### config.mk
export PLATFORM = sky130hd
export DESIGN_NAME = bitwise_arbiter
export DESIGN_NICKNAME = d
export VERILOG_FILES = /design/src/rtl/bitwise_arbiter.sv
export SDC_FILE = /design/constraint.sdc
export NUM_CORES = 1
export LEC_CHECK = 0
export ABC_AREA = 1
export ABC_CLOCK_PERIOD_IN_PS = 2300
export CAP_MARGIN = 30
export CORE_MARGIN = 3
export CORE_UTILIZATION = 45
export DETAILED_ROUTE_END_ITERATION = 12
export PLACE_DENSITY_LB_ADDON = 0.25
export SLEW_MARGIN = 20
export SYNTH_ARGS = -nofsm -noshare
export SYNTH_HDL_FRONTEND = slang
export SYNTH_HIERARCHICAL = 1
export SYNTH_SLANG_ARGS = --single-unit
export TNS_END_PERCENT = 20
### constraint.sdc
create_clock -name clk -period 2.3 [get_ports clk]
set_clock_uncertainty 0.05 [all_clocks]
set_input_delay 0.345 -clock clk [delete_from_list [all_inputs] [get_ports clk]]
set_output_delay 0.345 -clock clk [all_outputs]
set_load 0.01 [all_outputs]
### src/rtl/bitwise_arbiter.sv
// Two-requester round-robin front end for a shared AND/OR/XOR unit, with one
// registered response slot handshaked by valid/ready.

module bitwise #(
    parameter int WIDTH = 32
) (
    input  logic [WIDTH-1:0] a,
    input  logic [WIDTH-1:0] b,
    input  logic [1:0]       ctrl,
    output logic [WIDTH-1:0] res
);

    always_comb begin
        res = '0;
        case (ctrl)
            2'b00:   res = a & b;
            2'b01:   res = a | b;
            2'b10:   res = a ^ b;
            default: res = '0;
        endcase
    end

endmodule

module bitwise_arbiter #(
    parameter int WIDTH = 32,
    parameter int CNT_W = 8
) (
    input  logic             clk,
    input  logic             rst_n,
    input  logic             req0_valid,
    input  logic             req1_valid,
    output logic             req0_ready,
    output logic             req1_ready,
    input  logic [WIDTH-1:0] req0_a,
    input  logic [WIDTH-1:0] req0_b,
    input  logic [WIDTH-1:0] req1_a,
    input  logic [WIDTH-1:0] req1_b,
    input  logic [1:0]       req0_op,
    input  logic [1:0]       req1_op,
    output logic             resp_valid,
    input  logic             resp_ready,
    output logic             resp_id,
    output logic [WIDTH-1:0] resp_res,
    output logic             resp_err,
    output logic [CNT_W-1:0] grant_cnt0,
    output logic [CNT_W-1:0] grant_cnt1
);

    localparam logic [CNT_W-1:0] CntOne = {{(CNT_W-1){1'b0}}, 1'b1};

    logic             respValid_q, respValid_d;
    logic             respId_q,    respId_d;
    logic [WIDTH-1:0] respRes_q,   respRes_d;
    logic             respErr_q,   respErr_d;
    logic             rrPtr_q,     rrPtr_d;
    logic [CNT_W-1:0] cnt0_q,      cnt0_d;
    logic [CNT_W-1:0] cnt1_q,      cnt1_d;

    logic             slotFree;
    logic             grantValid;
    logic             grantId;
    logic             accept;
    logic [WIDTH-1:0] unitA, unitB, unitRes;
    logic [1:0]       opSel;

    // Under contention the round-robin pointer picks; it only moves on accept.
    assign slotFree   = !respValid_q || resp_ready;
    assign grantValid = req0_valid || req1_valid;
    assign grantId    = (req0_valid && req1_valid) ? rrPtr_q : req1_valid;
    assign accept     = rst_n && slotFree && grantValid;

    assign req0_ready = accept && !grantId;
    assign req1_ready = accept &&  grantId;

    assign unitA = grantId ? req1_a  : req0_a;
    assign unitB = grantId ? req1_b  : req0_b;
    assign opSel = grantId ? req1_op : req0_op;

    bitwise #(.WIDTH(WIDTH)) u_bitwise (
        .a    (unitA),
        .b    (unitB),
        .ctrl (opSel),
        .res  (unitRes)
    );

    always_comb begin
        respValid_d = respValid_q;
        respId_d    = respId_q;
        respRes_d   = respRes_q;
        respErr_d   = respErr_q;
        rrPtr_d     = rrPtr_q;
        cnt0_d      = cnt0_q;
        cnt1_d      = cnt1_q;
        if (accept) begin
            respValid_d = 1'b1;
            respId_d    = grantId;
            respErr_d   = (opSel == 2'b11);
            respRes_d   = (opSel == 2'b11) ? '0 : unitRes;
            rrPtr_d     = ~grantId;
            if (!grantId && cnt0_q != '1) cnt0_d = cnt0_q + CntOne;
            if ( grantId && cnt1_q != '1) cnt1_d = cnt1_q + CntOne;
        end else if (resp_ready) begin
            // Payload fields keep their last values once the slot drains.
            respValid_d = 1'b0;
        end
    end

    always_ff @(posedge clk) begin
        if (!rst_n) begin
            respValid_q <= 1'b0;
            respId_q    <= 1'b0;
            respRes_q   <= '0;
            respErr_q   <= 1'b0;
            rrPtr_q     <= 1'b0;
            cnt0_q      <= '0;
            cnt1_q      <= '0;
        end else begin
            respValid_q <= respValid_d;
            respId_q    <= respId_d;
            respRes_q   <= respRes_d;
            respErr_q   <= respErr_d;
            rrPtr_q     <= rrPtr_d;
            cnt0_q      <= cnt0_d;
            cnt1_q      <= cnt1_d;
        end
    end

    assign resp_valid = respValid_q;
    assign resp_id    = respId_q;
    assign resp_res   = respRes_q;
    assign resp_err   = respErr_q;
    assign grant_cnt0 = cnt0_q;
    assign grant_cnt1 = cnt1_q;

endmodule

### Word-level counts from Yosys, hierarchy flattened

Cells that the tools add are included.
Widths: inputs -> output; s select.

| word-level totals | value |
|---|---|
| output and inout bits | 53 |
| word-level logic and storage cells | 41 |
| register bits | 52 |

| cells by class | value |
|---|---|
| bitwise operators | 4 |
| reductions and logical operators | 15 |
| add/sub/neg operators | 2 |
| eq/ne operators | 5 |
| mux-type cells | 8 |

Operator list:

| operator | count |
|---|---|
| $mux 32 | 3 |
| $pmux 32 s3 | 1 |
| $and 32x32->32 | 1 |
| $or 32x32->32 | 1 |
| $xor 32x32->32 | 1 |
| $add 8x1->8 const B | 2 |
| $ne 8x8->1 const B | 2 |
| $logic_and 1x1->1 | 7 |
| $eq 2x2->1 const B | 2 |
| $reduce_and 2->1 | 2 |
| $mux 1 | 3 |
| $eq 2x1->1 const B | 1 |
| $logic_not 1->1 | 2 |
| $logic_not 2->1 | 1 |
| $logic_or 1x1->1 | 2 |
| $mux 2 | 1 |
| $reduce_bool 2->1 | 1 |
| $not 1->1 | 1 |

### Longest topological paths before layout

| logic depth | value |
|---|---|
| word-level depth | 6 |
| mapped depth | 16 |

### Cells and area by module

Netlist, hierarchy kept.

By module, submodules not included:

| module | seq. area each (um^2) | times used | cells an instance | area an instance (um^2) |
|---|---|---|---|---|
| bitwise_arbiter | 1,041.0 | 1 | 596 | 3,321.9 |
| bitwise | 0.0 | 1 | 276 | 2,030.7 |

### Least setup slack after synthesis

Ideal clock, no wire load.

| path | value |
|---|---|
| path type | in2reg |
| start point | input req0_valid |
| end point | register respRes_q[20], in the netlist resp_res[20] |
| setup slack | 0.328 ns |
| data arrival time | 1.790 ns |
| stages on the path | 15 |
| path buffers | 2 |
| cell sequence | nand2_1 nand2_4 inv_1 buf_4 buf_2 nand2_1 nand2_1 inv_1 ha_1 nand3_1 nand3_2 inv_1 nor2_1 nand2_1 a21oi_1 |

| between the ends | value |
|---|---|
| longest elaborated chain between the ends | 6 |
| elaborated cells between the ends (all ways) | 16 |

Ends and longest elaborated chain:

| element | line | source |
|---|---|---|
| start: declaration | 31 | `input logic req0_valid,` |
| $logic_and 1x1->1 (*) | 70 | `assign grantId = (req0_valid && req1_valid) ? rrPtr_q : req1_valid;` |
| $mux 1 (*) | 70 |  |
| $mux 32 (*) | 76 | `assign unitA = grantId ? req1_a : req0_a;` |
| named net unitA[20] | 64 | `logic [WIDTH-1:0] unitA, unitB, unitRes;` |
| $xor 32x32->32 (tied with other cells) | 18 | `2'b10: res = a ^ b;` |
| $pmux 32 s3 (*) | 15 | `case (ctrl)` |
| named net unitRes[20] | 64 |  |
| $mux 32 (*) | 99 | `respRes_d = (opSel == 2'b11) ? '0 : unitRes;` |
| end signal: assignment | 121 | `respRes_q <= respRes_d;` |
| end: declaration | 54 | `logic [WIDTH-1:0] respRes_q, respRes_d;` |

Mark *: on every way through the listed nets, which the timed path passes. The rest lies on a longest branch.
A chain may end at the register's enable or synchronous reset.

### Worst setup path in the final report

| path | value |
|---|---|
| start point | input req0_valid |
| end point | output req1_ready |

| between the ends | value |
|---|---|
| longest elaborated chain between the ends | 3 |
| elaborated cells between the ends (all ways) | 5 |

Ends and longest elaborated chain:

| element | line | source |
|---|---|---|
| $logic_and 1x1->1 / $logic_or 1x1->1 (equally long branches) | 70, 69 |  |
| $mux 1 / $logic_and 1x1->1 (equally long branches) | 70, 71 |  |
| $logic_and 1x1->1 (*) | 74 | `assign req1_ready = accept && grantId;` |
| end: declaration | 34 | `output logic req1_ready,` |

Mark *: on every way between the ends. The rest lies on a longest branch, timed or not.

==> qor.json <==
{
  "ys_ff_latch": {"value": 52},
  "crit_buf_inv": {"value": 3},
  "crit_path_max_fanout": {"value": 34},
  "finalNonFillerCells": {"value": 1258},
  "core.rowCount": {"value": 39},
  "comb_power_share": {"value": 0.451},
  "final_period_minus_worst_setup_slack": {"value": 2.27, "unit": "ns"},
  "global_route.peak_usage_layer": {"value": "met2"},
  "numPlacedInstances": {"value": 1248},
  "groute.layer.met2.usage": {"value": 0.397},
  "crit_path_end_kind": {"value": "primary output"},
  "path_cells": {"value": "clkdlybuf4s50_1 > nand2_1 > nand2_4 > buf_12 > nor2_8 > clkdlybuf4s50_1"},
  "power_per_cell_area": {"value": 402, "unit": "nW/um^2"},
  "place_worst_setup_slack": {"value": -0.175, "unit": "ns"},
  "synth_top_area_cell": {"value": "nand2_1"},
  "totalPowerFinal": {"value": 3.29, "unit": "mW"},
  "outcome": {"value": "completed"},
  "number_of_global_route_vias_before_repair": {"value": 5549},
  "most_used_cell_cp": {"value": "clkdlybuf4s50_1"},
  "insertedDiodeCount": {"value": 0},
  "synth_seq_area_share": {"value": 0.194},
  "gp_routability_congestion": {"value": 0.846},
  "clock_sinks": {"value": 52},
  "max_clock_freq": {"value": 441, "unit": "MHz"},
  "final-setup-viol-count": {"value": 0},
  "pwr-share-clk": {"value": 0.253},
  "worstHoldPathType": {"value": "reg -> reg"},
  "worst_slew_pin_slew": {"value": 0.530, "unit": "ns"},
  "max-clock-path-buffers": {"value": 2},
  "global_route.usage.met3": {"value": 0.0311},
  "clk_latency": {"value": 0.29, "unit": "ns"},
  "drt_wl_total": {"value": 15100, "unit": "um"},
  "final_antenna_net_count": {"value": 0},
  "drc_errors": {"value": 0},
  "grt_overflow_total": {"value": 0},
  "syn_inst": {"value": 872},
  "clock-root-buffer": {"value": "clkbuf_16"},
  "number_of_primary_i_o_pins": {"value": 190},
  "areaGrowthSynthToFinish": {"value": 52.7, "unit": "%"},
  "post-route-period-util": {"value": 0.986},
  "rsz0062_at_grt": {"value": "true"},
  "antenna_found_initial": {"value": 0},
  "power_leakage": {"value": 4.10, "unit": "nW"},
  "detailed_routing_iterations_pass_1": {"value": 4},
  "design.final.nets": {"value": 1317},
  "track_usage": {"value": 0.220},
  "cp_required": {"value": 1.90, "unit": "ns"},
  "fin_hold_ws": {"value": 0.415, "unit": "ns"},
  "delay_of_the_slowest_cell_on_the_worst_path": {"value": 0.54, "unit": "ns"},
  "seqPwrFrac": {"value": 0.296},
  "initial_utilization": {"value": 0.465},
  "cp-start-kind": {"value": "primary input"},
  "internal_power": {"value": 2.25, "unit": "mW"},
  "routed_wire_length_per_instance": {"value": 12.0, "unit": "um"},
  "synth.yosys.warnings": {"value": 6},
  "switching_power": {"value": 1.04, "unit": "mW"},
  "port_buffers": {"value": 189},
  "max-vdd-ir-drop": {"value": 419, "unit": "uV"},
  "tritoncts.num_buffers": {"value": 5},
  "cts.htree.levels": {"value": 2},
  "place.detailed.hpwl": {"value": 11600, "unit": "um"},
  "crit_family": {"value": "buffers and inverters"},
  "hold_violations": {"value": 0},
  "post_drt_via_cell_ratio": {"value": 4.68},
  "fp.coreArea": {"value": 11500, "unit": "sq um"},
  "die_width": {"value": 115, "unit": "um"},
  "setup.worst_path.class": {"value": "in -> out"},
  "final_critical_path_setup_slack": {"value": 0.0313, "unit": "ns"},
  "max_slew_margin": {"value": 0.647},
  "synth_top_cell_area_share": {"value": 0.248},
  "number_of_max_slew_violations_in_the_final_report": {"value": 0},
  "ys_top_cells_by_area": {"value": "nand2_1, dfxtp_1, ha_1, inv_1, nand3_1"},
  "synth_nets": {"value": 1075},
  "detailedRoute.firstIterationViolations": {"value": 260},
  "maximum_number_of_pins_on_one_net_before_global_route_repair": {"value": 48},
  "grt.met1_usage": {"value": 0.282},
  "cts_setup_buffers": {"value": 0},
  "critPathSlowestCell": {"value": "clkdlybuf4s50_1"},
  "wire_length_of_the_first_global_routing_pass": {"value": 24500, "unit": "um"},
  "vias": {"value": 5887},
  "design_area": {"value": 8170, "unit": "sq um"},
  "drive_gt1_frac": {"value": 0.127},
  "tritoncts": {"value": "yes"},
  "mappedNetlistArea": {"value": 5350, "unit": "sq um"},
  "switching_share": {"value": 0.315},
  "die_area": {"value": 13200, "unit": "sq um"},
  "postPlaceCellArea": {"value": 7940, "unit": "sq um"},
  "post_synth_num_cell_types": {"value": 22},
  "worst_ep_arrival_time": {"value": 1.87, "unit": "ns"},
  "fp.dieH": {"value": 115, "unit": "um"},
  "ctsHoldBuffers": {"value": 0},
  "clk_pin_slew": {"value": 0.07, "unit": "ns"},
  "synthesis.area_per_instance": {"value": 6.14, "unit": "sq um"},
  "cap_viol_max_count": {"value": 0}
}
sequential cells by signal (all words and copies together), names as in the netlist:
signal and flops:
resp_res 32, grant_cnt0 8, grant_cnt1 8, resp_err 1, resp_id 1, resp_valid 1, rrPtr_q 1
cells by family after synthesis:
| family | count (synthesis) | synth area share |
|---|---|---|
| xor gates and xnor gates | 2 | 0.00327 |
| DFF | 52 | 0.194 |
| AOI/OAI and AO/OA | 56 | 0.0538 |
| adders and majority gates | 66 | 0.154 |
| and+or+nand+nor | 532 | 0.450 |
| buffers and inverters | 164 | 0.144 |
per-layer routing:
layer  part of all wire  vias to the layer above  wire length, um
li1                   -                     3158                -
met1               0.46                     2592             6950
met2               0.49                      127             7410
met3              0.038                       10              569
met4             0.0098                        0              148
met5                  0                        -                0
Yosys cell counts:
master	n
ha_1	66
buf_4	2
o21ai_0	9
buf_6	16
nor2_1	54
a21oi_1	46
xor2_1	2
buf_2	22
a211oi_2	1
nand2_1	354
nand2_2	3
nand2_4	1
nand3_1	55
inv_1	114
nand3_2	25
clkbuf_2	1
nor2_8	2
inv_2	3
clkbuf_1	6
dfxtp_1	52
nand3b_1	35
nor2_2	3
power groups by stage:
stage                     combinational, mW  clock, mW  sequential [mW]
final                                  1.48      0.830            0.974
after global routing                   1.66      0.897            0.979
after CTS                              1.47      0.857            0.974
after detailed placement               1.46          0            0.994
after global placement                 1.43          0            0.993
after floorplan                       0.753          0             1.01
per-stage QoR:
step	utilization	setup TNS [ns]
after CTS	0.704	0
final	0.710	0
after detailed placement	0.689	-3.89
after floorplan	-	0
after global placement	0.689	-3.31
after global routing	0.710	-0.0904
final cells by class:
cell class / instances / area, sq um
multi-input combinational: 656 / 3560
sequential: 52 / 1040
timing repair buffer: 282 / 2780
tap: 143 / 179
clock inverter: 2 / 35.0
inverter: 117 / 444
clock buffer: 6 / 129
fill: 1030 / 3340
worst min-delay path, cell delays in order, from the launching register on:
cell and delay [ns]:
dfxtp_1 0.31, nand2_1 0.06, a21oi_1 0.05
worst paths after layout:
kind	startpoint	to	slack (ns)	cells past startpoint
max reg2reg	rrPtr_q	resp_res[3]	0.28	15
min reg2reg	resp_res[31]	resp_res[31]	0.42	2
max	req0_valid	req1_ready	0.03	6
min	resp_res[31]	resp_res[31]	0.42	2
cells in the final DEF (no fill, tap or decap), types with 7 or more instances in the layout:
| master | count |
|---|---|
| inv_1 | 112 |
| nand3_2 | 24 |
| clkdlybuf4s50_1 | 187 |
| a21oi_1 | 46 |
| buf_12 | 12 |
| ha_1 | 66 |
| nand3b_1 | 35 |
| dfxtp_1 | 52 |
| clkbuf_16 | 7 |
| nand2_1 | 352 |
| nor2_1 | 54 |
| nand3_1 | 55 |
| buf_4 | 76 |
| o21ai_0 | 9 |
what timing repair did:
item                                    CTS  global route
gates resized for setup                   3             6
endpoints found under the setup margin    2            18
cloned                                    0             2
Note: power is estimated with default switching activity, not from simulation.
